**src/rtl/cu_pkg.sv**
```systemverilog
// Shared types and constants for the control unit: opcode and ALU
// encodings, the registered control word, and its two safe default values.
package cu_pkg;

  typedef enum logic [3:0] {
    OP_NOP  = 4'd0,
    OP_ADD  = 4'd1,
    OP_SUB  = 4'd2,
    OP_AND  = 4'd3,
    OP_OR   = 4'd4,
    OP_ADDI = 4'd5,
    OP_BEQ  = 4'd6,
    OP_ANDI = 4'd7
  } opcode_e;

  typedef enum logic [1:0] {
    ALU_ADD = 2'b00,
    ALU_SUB = 2'b01,
    ALU_AND = 2'b10,
    ALU_OR  = 2'b11
  } alu_ctrl_e;

  typedef struct packed {
    logic      RegWrite;
    logic      ALUSrc;
    logic      Branch;
    alu_ctrl_e ALUControl;
    logic      Illegal;
  } ctrl_t;

  localparam ctrl_t CTRL_NOP = '{
    RegWrite: 1'b0, ALUSrc: 1'b0, Branch: 1'b0, ALUControl: ALU_ADD, Illegal: 1'b0
  };

  // Undefined or unknown opcodes behave as a NOP but are flagged.
  localparam ctrl_t CTRL_ILLEGAL = '{
    RegWrite: 1'b0, ALUSrc: 1'b0, Branch: 1'b0, ALUControl: ALU_ADD, Illegal: 1'b1
  };

  function automatic ctrl_t mk_ctrl(input logic reg_write, input logic alu_src,
                                    input logic branch, input alu_ctrl_e alu);
    ctrl_t c;
    c.RegWrite   = reg_write;
    c.ALUSrc     = alu_src;
    c.Branch     = branch;
    c.ALUControl = alu;
    c.Illegal    = 1'b0;
    return c;
  endfunction

endpackage

```
**src/rtl/cu_decode.sv**
```systemverilog
// Purely combinational opcode decoder producing one control word.
module cu_decode
  import cu_pkg::*;
(
  input  logic [3:0] i_opcode,
  output ctrl_t      o_ctrl
);

  always_comb begin
    // NOTE: assigning a default before the case keeps every path driven, so no latch is inferred.
    o_ctrl = CTRL_ILLEGAL;
    case (i_opcode)
      OP_NOP:  o_ctrl = CTRL_NOP;
      OP_ADD:  o_ctrl = mk_ctrl(1'b1, 1'b0, 1'b0, ALU_ADD);
      OP_SUB:  o_ctrl = mk_ctrl(1'b1, 1'b0, 1'b0, ALU_SUB);
      OP_AND:  o_ctrl = mk_ctrl(1'b1, 1'b0, 1'b0, ALU_AND);
      OP_OR:   o_ctrl = mk_ctrl(1'b1, 1'b0, 1'b0, ALU_OR);
      OP_ADDI: o_ctrl = mk_ctrl(1'b1, 1'b1, 1'b0, ALU_ADD);
      OP_BEQ:  o_ctrl = mk_ctrl(1'b0, 1'b0, 1'b1, ALU_SUB);
      OP_ANDI: o_ctrl = mk_ctrl(1'b1, 1'b1, 1'b0, ALU_AND);
      // Opcodes 8-15 and any X/Z pattern land here and never write.
      default: o_ctrl = CTRL_ILLEGAL;
    endcase
  end

endmodule

```
**src/rtl/cu.sv**
```systemverilog
// Control unit top: decodes the opcode and registers the control word,
// giving one cycle of latency; reset clears every output immediately.
module cu
  import cu_pkg::*;
(
  input  logic       clk,
  input  logic       rst,
  input  logic [3:0] opcode,
  output logic       Branch,
  output logic       ALUSrc,
  output logic       RegWrite,
  output logic [1:0] ALUControl,
  output logic       Illegal
);

  ctrl_t w_ctrl;
  ctrl_t r_ctrl;

  cu_decode u_decode (
    .i_opcode (opcode),
    .o_ctrl   (w_ctrl)
  );

  always_ff @(posedge clk or posedge rst) begin
    // NOTE: sequential state uses non-blocking assignment so all flops update together at the edge.
    if (rst) r_ctrl <= CTRL_NOP;
    else     r_ctrl <= w_ctrl;
  end

  assign Branch     = r_ctrl.Branch;
  assign ALUSrc     = r_ctrl.ALUSrc;
  assign RegWrite   = r_ctrl.RegWrite;
  assign ALUControl = r_ctrl.ALUControl;
  assign Illegal    = r_ctrl.Illegal;

endmodule

```
**config.mk**
```make
export PLATFORM = sky130hd
export DESIGN_NAME = cu
export DESIGN_NICKNAME = d
export VERILOG_FILES = /design/src/rtl/cu_pkg.sv /design/src/rtl/cu_decode.sv /design/src/rtl/cu.sv
export SDC_FILE = /design/constraint.sdc
export NUM_CORES = 1
export LEC_CHECK = 0
export ABC_AREA = 1
export CAP_MARGIN = 10
export CORE_AREA = 4 4 41 43
export CTS_BUF_LIST = sky130_fd_sc_hd__clkbuf_8
export DETAILED_ROUTE_END_ITERATION = 6
export DIE_AREA = 0 0 45 47
export PLACE_DENSITY_LB_ADDON = 0.25
export SETUP_SLACK_MARGIN = 0.5
export SYNTH_ARGS = -nofsm -noshare
export SYNTH_HDL_FRONTEND = slang
export SYNTH_SLANG_ARGS = --single-unit
```
**constraint.sdc**
```tcl
create_clock -name clk -period 1.82 [get_ports clk]
set_clock_uncertainty 0.2 [all_clocks]
set_input_delay 0.364 -clock clk [delete_from_list [all_inputs] [get_ports clk]]
set_output_delay 0.364 -clock clk [all_outputs]
set_load 0.03 [all_outputs]
```
# Word level (Yosys, flattened, before mapping)
# Memory sizes are Yosys's and may differ from the RTL's.
# Cells that the tools add are included.
[word_totals] register_bits=6 latch_bits=0 mem_bits_rw=0 mem_bits_ro=40 inputBits=6 output_inout_bits=6 word_cells=7 memories=1
[memory_table] memory="(no name shown)" depth=8 word_bits=5 read_ports=1 rd_ports_with_merged_regs=0 wr=0 line_no="cu_decode.sv:12" text="case (i_opcode)"
[classes] add_sub_neg=0 n_mul=0 n_div=0 n_lt_le_gt_ge=0 eq_ne=0 n_shift=0 n_mux=1 bitwise=0 reduce_logical=0
[op_table] cell="$mux W6" n=1

# Depth between registers and ports, before layout
# An unclocked memory read counts as a cell.
[depth] depth_word=2 depth_mapped=5 ltp_nobuf=5

# Modules after synthesis
# Synthesis repeated with hierarchy kept, for this count alone.
[unflattened] cells_unflattened=31 area_unflattened_um2=282.8
[modules_own_cells] mod="cu" instances=1 cells_each=7 area_per_inst_um2=153.9 seq_area_each_um2=150.1
[modules_own_cells] mod="cu_decode" instances=1 cells_each=24 area_per_inst_um2=128.9 seq_area_each_um2=0.0

# Worst setup path before layout
# Ideal clock, no wire load.
[synth_path] path_kind="input port to flip-flop" startpoint="in opcode[0]" endpoint="reg r_ctrl, in the netlist ALUControl[1]" setup_ps=71 arrival_ps=882 required_time_ps=1549 setup_slack_ps=666 stages=5 n_path_buf=0 cell_sequence="inv_1 ha_1 nand2_1 nand2_1 nor2_1"
[synth_rtl] element="start: declaration" line_no="cu.sv:8" text="input logic [3:0] opcode,"
[synth_rtl] element="end signal: assignment" line_no="cu.sv:27" text="else r_ctrl <= w_ctrl;"
[synth_rtl] element="end: declaration" line_no="cu.sv:17" text="ctrl_t r_ctrl;"

# Worst setup path after layout
[layout_path] startpoint="reg r_ctrl, in the netlist ALUSrc" endpoint="out ALUSrc"
[layout_rtl] element="end: declaration" line_no="cu.sv:10" text="output logic ALUSrc,"
# No word-level cell between the ends.

==> results.rst <==
.. list-table::
   :header-rows: 1

   * - Metric
     - Value
   * - Run status
     - completed
   * - YS warnings
     - 0
   * - Synth Cell Area
     - 284 um2
   * - Actual slew at the worst max-slew pin
     - 263 ps
   * - Total power
     - 394 uW
   * - I/O pin cnt
     - 12
   * - Reported leakage power
     - 0.268 nW
   * - DRC violation total after the first TritonRoute iteration
     - 0
   * - Power density over the cells
     - 860 mW/mm2
   * - Routability-driven placement congestion ratio
     - 0.718
   * - Final critical delay including setup and external delays
     - 1290 ps
   * - Number of nets produced by synthesis
     - 40
   * - Cells after synthesis
     - 30
   * - Launch point of the worst path
     - ALUSrc
   * - Filler cell count in the final layout
     - 149
   * - Vias in the first global route
     - 196
   * - DP HPWL
     - 399 um
   * - Total of flip-flops plus latches after synthesis
     - 6
   * - Via count normalized by instance count
     - 3.92
   * - CP delay by family, top
     - flip-flops
   * - Floorplan die area
     - 0.00212 mm2
   * - Area of the core
     - 0.00130 mm2
   * - Initial antenna violation count
     - 0
   * - Net count, final
     - 57
   * - Number of buffers added by the clock tree synthesis step
     - 3
   * - Post-CTS Hold Fix Bufs
     - 0
   * - Wire length reported by the detailed router
     - 486 um
   * - Cell with the largest stage delay on the worst path
     - sky130_fd_sc_hd__dfrtp_1
   * - Total non-filler cell area in the finished layout
     - 458 um2
   * - Clock-pin slew reported for the worst setup and hold paths after clock tree synthesis
     - 30 ps
   * - Storage cell area
     - 150 um2
   * - Max transition margin
     - 0.824
   * - Total negative slack for setup checks
     - 0 ps
   * - Library cells used by synthesis
     - 8
   * - Overflow left after global routing
     - 0
   * - Data arrival at the endpoint of the critical path
     - 730 ps
   * - Ant diodes
     - 0
   * - Layout Area Growth over Synthesis
     - 61.2%
   * - Overall via count from detail_route
     - 235
   * - Total global routing track utilization
     - 0.0573
   * - Worst Path Max Fanout
     - 1
   * - Number of antenna-violating nets in the routed design
     - 0
   * - Final hold violation count
     - 0
   * - Final period utilization
     - 0.709
   * - Root Buffer
     - sky130_fd_sc_hd__clkbuf_8
   * - Dpl cell area
     - 420 um2
   * - Effective utilization at floorplan
     - 0.218
   * - Sequential-to-total area share from yosys stat
     - 0.529
   * - Number of buffer cells added on primary ports
     - 11
   * - Die X
     - 45 um
   * - Wire length of the first global-routing pass
     - 731 um
   * - Leading cell types in the layout, fill and taps excluded
     - sky130_fd_sc_hd__dfrtp_1, sky130_fd_sc_hd__nand2_1, sky130_fd_sc_hd__nor2_1
   * - Clock tree sinks
     - 6
   * - Total number of H-tree levels
     - 1
   * - Number of violations of the max-capacitance limit
     - 0
   * - Number of buffer and inverter instances along the worst setup path
     - 1
   * - Number of setup buffers added after CTS
     - 0
   * - Share of cells above drive strength 1
     - 0.289
   * - Area used by multi-input combinational logic
     - 111 um2
   * - Final setup vio count
     - 0
   * - Avg Synthesized Cell Area
     - 9.47 um2
   * - Worst setup path end
     - ALUSrc
   * - Capturing element type of the critical path
     - output port
   * - Maximum ir drop on the vdd rail
     - 235 uV
   * - WP depth
     - 1
   * - Delay of the slowest cell on the worst path
     - 340 ps
   * - Clock Tree Buf Depth
     - 2
   * - Cell row count
     - 13
   * - Max Transition Viols Final
     - 0
   * - Required arrival time at the worst endpoint
     - 1260 ps
   * - Drc violations
     - 0
   * - Class of the most critical setup path
     - register to output port
   * - Largest net degree at the start of global routing
     - 8
   * - Launching element type of the critical path
     - register
   * - First drt pass iteration count
     - 1
   * - RSZ-0062 raised after global routing
     - false
   * - Die extent in y
     - 47 um
   * - CTS tree
     - done
   * - Series of cell instances along the critical path
     - buf_2
   * - Hold/Removal Path Class
     - primary input to async pin
   * - Fmax
     - 775 MHz
   * - Per-cell routed wire length
     - 8.10 um
-- cells by family (layout without fill, tap and decap cells) --
family                     Yosys count  count (layout)  synth area share
DFF                                  6               6             0.529
and+or+nand+nor                     14              14             0.216
adders and majority gates            4               4             0.176
buffers and inverters                6              21            0.0793
-- power by group --
group / switching, mW / total [mW] / internal (mW)
clock: 0.0480 / 0.189 / 0.141
combinational: 0.0354 / 0.0612 / 0.0257
sequential: 0.00219 / 0.143 / 0.141
-- registers in the layout, indices dropped and copies added, names as in the netlist --
signal / count
Illegal: 1
Branch: 1
ALUControl: 2
ALUSrc: 1
RegWrite: 1
-- layer usage --
layer  vias up  share of wire  track usage  wire [um]
li1        120              -            -          -
met1        98           0.36       0.0442        174
met2        13           0.43       0.0791        209
met3         4           0.15       0.0268         71
met4         0          0.064        0.105         31
met5         -              0            0          0
-- Yosys cell counts --
cell                      number  area, um2
sky130_fd_sc_hd__dfrtp_1       6        150
sky130_fd_sc_hd__nand2_1       6       22.5
sky130_fd_sc_hd__inv_1         5       18.8
sky130_fd_sc_hd__nor2_1        5       18.8
sky130_fd_sc_hd__ha_1          4       50.1
sky130_fd_sc_hd__nand3_1       2       10.0
sky130_fd_sc_hd__inv_2         1       3.75
sky130_fd_sc_hd__nor3_2        1       10.0
-- layout make-up --
class	count	share of cell area
clock buffers	3	0.0902
inverters	6	0.0492
multi-input cells	18	0.243
flip-flops and latches	6	0.328
well taps	15	0.0410
repair buffers	12	0.249
-- through the flow --
step / setup slack [ps] / hold slack [ps] / util / instances
floorplan: 666 / -45.0 / - / 30
global placement: 102 / 396 / 0.323 / 57
detailed placement: 96.2 / 388 / 0.323 / 57
CTS: 506 / 168 / 0.330 / 60
global route: 500 / 190 / 0.352 / 60
finish: 529 / 160 / 0.352 / 60
-- worst min path at each step --
stage               startpoint             to  slack (ps)
floorplan                  rst  ALUControl[0]         -50
global placement           rst       RegWrite         400
detailed placement         rst       RegWrite         390
CTS                        rst       RegWrite         170
global route               rst         Branch         190
finish                     rst       RegWrite         160
-- what timing repair did --
item                                    4_1_cts  5_1_grt
endpoints found under the hold margin         0        0
pin swaps                                     1        0
cloned                                        0        0
endpoints found under the setup margin       10        7
gates resized for setup                      33       15
(Power assumes the default switching activity.)
==> edit 1, RTL diff (same flow settings) <==
Reset style: synchronous (`rst`), changed in one clocked block.
--- a/src/rtl/cu.sv
+++ b/src/rtl/cu.sv
@@ -21,7 +21,7 @@
     .o_ctrl   (w_ctrl)
   );
 
-  always_ff @(posedge clk or posedge rst) begin
+  always_ff @(posedge clk) begin
     // NOTE: sequential state uses non-blocking assignment so all flops update together at the edge.
     if (rst) r_ctrl <= CTRL_NOP;
     else     r_ctrl <= w_ctrl;
Formal check against the unedited RTL: differs if rst is asserted again (counterexample within 4 cycles, from zero or initial values and one cycle with rst high); with rst held inactive, the same outputs for 10 cycles.
==> edit 1 against the unedited design <==
Wire length fell by 9.1%; global-route usage shrank 0.35 points; sequential cell count unchanged; power is 2.0% lower; area after synthesis decreased by 8.8%; die area is the same; combinational power decreased by 21%; setup slack better by 0.022 ns; cell area fell by 11%; critical path type unchanged; largest cell class unchanged; largest power group unchanged.
==> edit 1: results (changes against the unedited design) <==
PostCTS Resize Cnt 31 (was 33); gpl congestion 0.7502 (was 0.7181); met1 usage 5.479% (was 4.419%); CTS H-tree depth 1 (unchanged); slowest cell on the critical path dfxtp_1 (was dfrtp_1); fill count 149 (unchanged); hpwl dp 352.7 um (was 399.4 um); Sequential Power Share 36.0% (was 36.4%); Synthesized Nets 42 (was 40); Syn-to-layout area delta 57.01% (was 61.23%); GR Util met2 7.345% (was 7.910%); pin count of the biggest net entering global routing 8 (unchanged); routed vias/inst 3.419 (was 3.917); grt met3 use 2.299% (was 2.682%); Clock power frac 51.5% (was 48.1%); post-synthesis cell type count 8 (unchanged); post-place setup slack 0.07033 ns (was 0.09618 ns); switch share 22.42% (was 21.74%); Placed Instance Area 395.4 um2 (was 420.4 um2); Final Setup Violations 0 (unchanged); wire length on met3 41 um (was 71 um); final cell count without fillers 62 (was 60); fraction of layout cells with a size suffix above 1 27.66% (was 28.89%); Pleak 0.2227 nW (was 0.2679 nW); maximum VDD drop 0.2648 mV (was 0.2350 mV); synth warn 0 (unchanged); delay-heaviest family, CP flip-flops (unchanged); CTS clk-pin slew, worst paths 0.04 ns; met1 wire length 189 um (was 174 um); antenna violations before repair 0 (unchanged); first-pass GRT wire length 745 um (was 731 um); outcome finished clean (unchanged); CTS root buf clkbuf_8 (unchanged); Pre-Repair DR Iteration Count 2 (was 1); CTS buffer count 3 (unchanged); top sig layer met3 (was met4); max incr delay on CP 0.30 ns (was 0.34 ns); sequential fraction of the synthesis area 46.38% (was 52.86%); Initial DRC Count 5 (was 0); crit-path max FO 1 (unchanged); Clock Tree Buf Depth 2 (unchanged); fraction of registers with async set/reset 0% (was 100.0%); P_comb 0.0483 mW (was 0.0612 mW); worst hold path class input port to register (was input port to async pin); # diodes 0 (unchanged); max reg flops 2 (unchanged); met2 routed WL 211 um (was 209 um); GRT Overall Usage 5.380% (was 5.732%); top cells by area, synth dfxtp_1 (46%), ha_1 (19%), nor2_1 (12%) (was dfrtp_1 (53%), ha_1 (18%), nand2_1 (7.9%)); Commonest cells post-synth nor2_1 (8), dfxtp_1 (6), nand2_1 (6) (was dfrtp_1 (6), nand2_1 (6), inv_1 (5), nor2_1 (5), ha_1 (4)); Max-slew headroom 83.38% (was 82.43%); dpl cells 59 (was 57); syn avg cell area 8.094 um2 (was 9.467 um2); Setup Buffers After CTS 0 (unchanged); DRT Wirelength 442 um (was 486 um); Port Buffers 11 (unchanged); number of global-route vias before repair 201 (was 196)
==> edit 1: changes by cell type in the layout (fill, tap and decap cells not counted), sizes merged, moves of 2 or more <==
| cell | unedited run | this run |
|---|---|---|
| dfrtp | 6 | 0 |
| dfxtp | 0 | 6 |
| nor2 | 5 | 9 |
| nand3 | 2 | 0 |
==> edit 1: kinds of logic after synthesis <==
group	share of synthesized area [%]
fa+ha+maj	19.32
compound gates	1.931
simple gates	25.12
flops	46.38
buf+inv	7.247
==> edit 1: path summary, 6_finish.rpt <==
path / startpoint / endpoint / slack, ns / cells past startpoint
setup / recovery: Branch / Branch / 0.55 / 1
hold / removal: opcode[2] / ALUSrc / 0.31 / 3
==> edit 1: final cells by class <==
type,count,share of cell area [%]
Sequential cell,6,29.54
Multi-Input combinational cell,21,29.54
Timing Repair Buffer,12,21.54
Clock buffer,3,10.15
Inverter,5,4.615
Tap cell,15,4.615
==> edit 2, RTL diff (same flow settings) <==
Made on the original files. Register the output `ALUControl`, without a reset; this adds one clock of latency there. The other outputs are not delayed to match.
--- a/src/rtl/cu.sv
+++ b/src/rtl/cu.sv
@@ -12,6 +12,8 @@
   output logic [1:0] ALUControl,
   output logic       Illegal
 );
+
+  logic [1:0] ALUControl_d;
 
   ctrl_t w_ctrl;
   ctrl_t r_ctrl;
@@ -30,8 +32,12 @@
   assign Branch     = r_ctrl.Branch;
   assign ALUSrc     = r_ctrl.ALUSrc;
   assign RegWrite   = r_ctrl.RegWrite;
-  assign ALUControl = r_ctrl.ALUControl;
+  assign ALUControl_d = r_ctrl.ALUControl;
   assign Illegal    = r_ctrl.Illegal;
+
+  always_ff @(posedge clk) begin
+    ALUControl <= ALUControl_d;
+  end
 
 endmodule
 
Function: changed (a bounded check fails within 4 cycles, from zero or initial values and one cycle with rst high).
==> edit 2 against the unedited design <==
Sequential cell count rose by 2; area after synthesis rose by 14%; setup slack got worse by 0.0020 ns; power rose by 17%; wire length fell by 1.0%; cell area rose by 7.1%; count of clock-buffer cells in the layout did not move; critical path type unchanged; highest routed layer unchanged.
==> edit 2: results (changes against the unedited design) <==
hold_sp ALUControl_d[1]; Setup Buffers After CTS 0 (unchanged); RR Startpoint ALUControl_d[0]; max incr delay on CP 0.37 ns (was 0.34 ns); Synthesized Nets 42 (was 40); Worst Tran Pin Value 0.2376 ns (was 0.2632 ns); DR WL/cell 7.758 um (was 8.100 um); RR Endpoint ALUControl[0]; slowest cell on the critical path dfrtp_1 (unchanged); Hold Path Depth 0; Port Buffers 11 (unchanged); post-synthesis cell type count 9 (was 8); CTS H-tree depth 1 (unchanged); Pleak 0.2677 nW (was 0.2679 nW); sequential fraction of the synthesis area 58.69% (was 52.86%); Pre-Repair DR Iteration Count 2 (was 1); Clock Tree Buf Depth 2 (unchanged); Commonest cells post-synth dfrtp_1 (6), nand2_1 (6), inv_1 (5), nor2_1 (5), ha_1 (4) (unchanged); Post-synth EDFFs 0 (unchanged); GRT Overall Usage 5.732% (unchanged); antenna violations before repair 0 (unchanged); vias after detailed routing 228 (was 235); PostCTS Resize Cnt 32 (was 33); top cells by area, synth dfrtp_1 (46%), ha_1 (15%), dfxtp_1 (12%) (was dfrtp_1 (53%), ha_1 (18%), nand2_1 (7.9%)); maximum VDD drop 0.3306 mV (was 0.2350 mV); CTS buffer count 3 (unchanged); worst skew pair latency about 0.23 ns; first-pass GRT wire length 724 um (was 731 um); # nets final 58 (was 57); crit-path max FO 1 (unchanged); worst hold path class register to register (was input port to async pin); gpl congestion 0.7204 (was 0.7181); delay-heaviest family, CP flip-flops (unchanged); outcome finished clean (unchanged); # diodes 0 (unchanged); fraction of layout cells with a size suffix above 1 25.53% (was 28.89%); FF-to-FF setup slack around 1.2 ns; worst hold slack 0.1352 ns (was 0.1597 ns); hpwl dp 380.3 um (was 399.4 um); CTS root buf clkbuf_8 (unchanged); Worst Path Arrival 0.73 ns (about the same); number of global-route vias before repair 195 (was 196); depth of the worst register-to-register path 0; pin count of the biggest net entering global routing 8 (unchanged); synth warn 0 (unchanged); Hold EP ALUControl[1]; Initial DRC Count 1 (was 0); fraction of registers with async set/reset 75.00% (was 100.0%)
edit 2: through the flow:
stage | total power [mW] | utilization (%) | std cells | cell area [um2] | worst slack, ns
final | 0.4626 | 37.69 | 62 | 490.5 | 0.5274
after global routing | 0.4900 | 37.69 | 62 | 490.5 | 0.4923
after CTS | 0.4661 | 36.44 | 62 | 474.2 | 0.3892
after detailed placement | 0.2559 | 34.81 | 58 | 452.9 | 0.1052
after global placement | 0.2557 | 34.81 | 58 | 452.9 | 0.1091
after floorplan | 0.2242 | - | 32 | 324.1 | 0.6664
edit 2: worst max-delay path by stage:
stage	from	end	slack, ns
2_1_floorplan	opcode[0]	ALUControl_d[1]	0.67
3_3_place_gp	opcode[0]	ALUControl_d[1]	0.11
3_5_place_dp	opcode[0]	ALUControl_d[1]	0.11
4_1_cts	RegWrite	RegWrite	0.39
5_1_grt	ALUSrc	ALUSrc	0.49
6_report	RegWrite	RegWrite	0.53
edit 2: kinds of logic after synthesis:
group,Yosys count,synth area share [%]
flops,8,58.69
simple gates,14,18.92
buf+inv,6,6.949
fa+ha+maj,4,15.44
edit 2: cell type report:
class                           count  area (um2)
Inverter                            6       22.52
Multi-Input combinational cell     18       111.4
Timing Repair Buffer               11       102.6
Clock inverter                      1       3.754
Fill cell                         144       810.8
Sequential cell                     8       190.2
Clock buffer                        3       41.29
Tap cell                           15       18.77
edit 2: power by group:
| group | total, mW | internal [mW] | switching, mW |
|---|---|---|---|
| clock network | 0.213 | 0.146 | 0.0669 |
| registers | 0.191 | 0.188 | 0.00274 |
| logic | 0.0592 | 0.0245 | 0.0347 |
| total | 0.463 | 0.358 | 0.104 |
edit 2: metal layers:
metal	track usage [%]	wire [um]	vias up
li1	-	-	124
met1	3.953	176	90
met2	7.910	206	10
met3	4.598	73	4
met4	8.772	25	0
met5	0	0	-
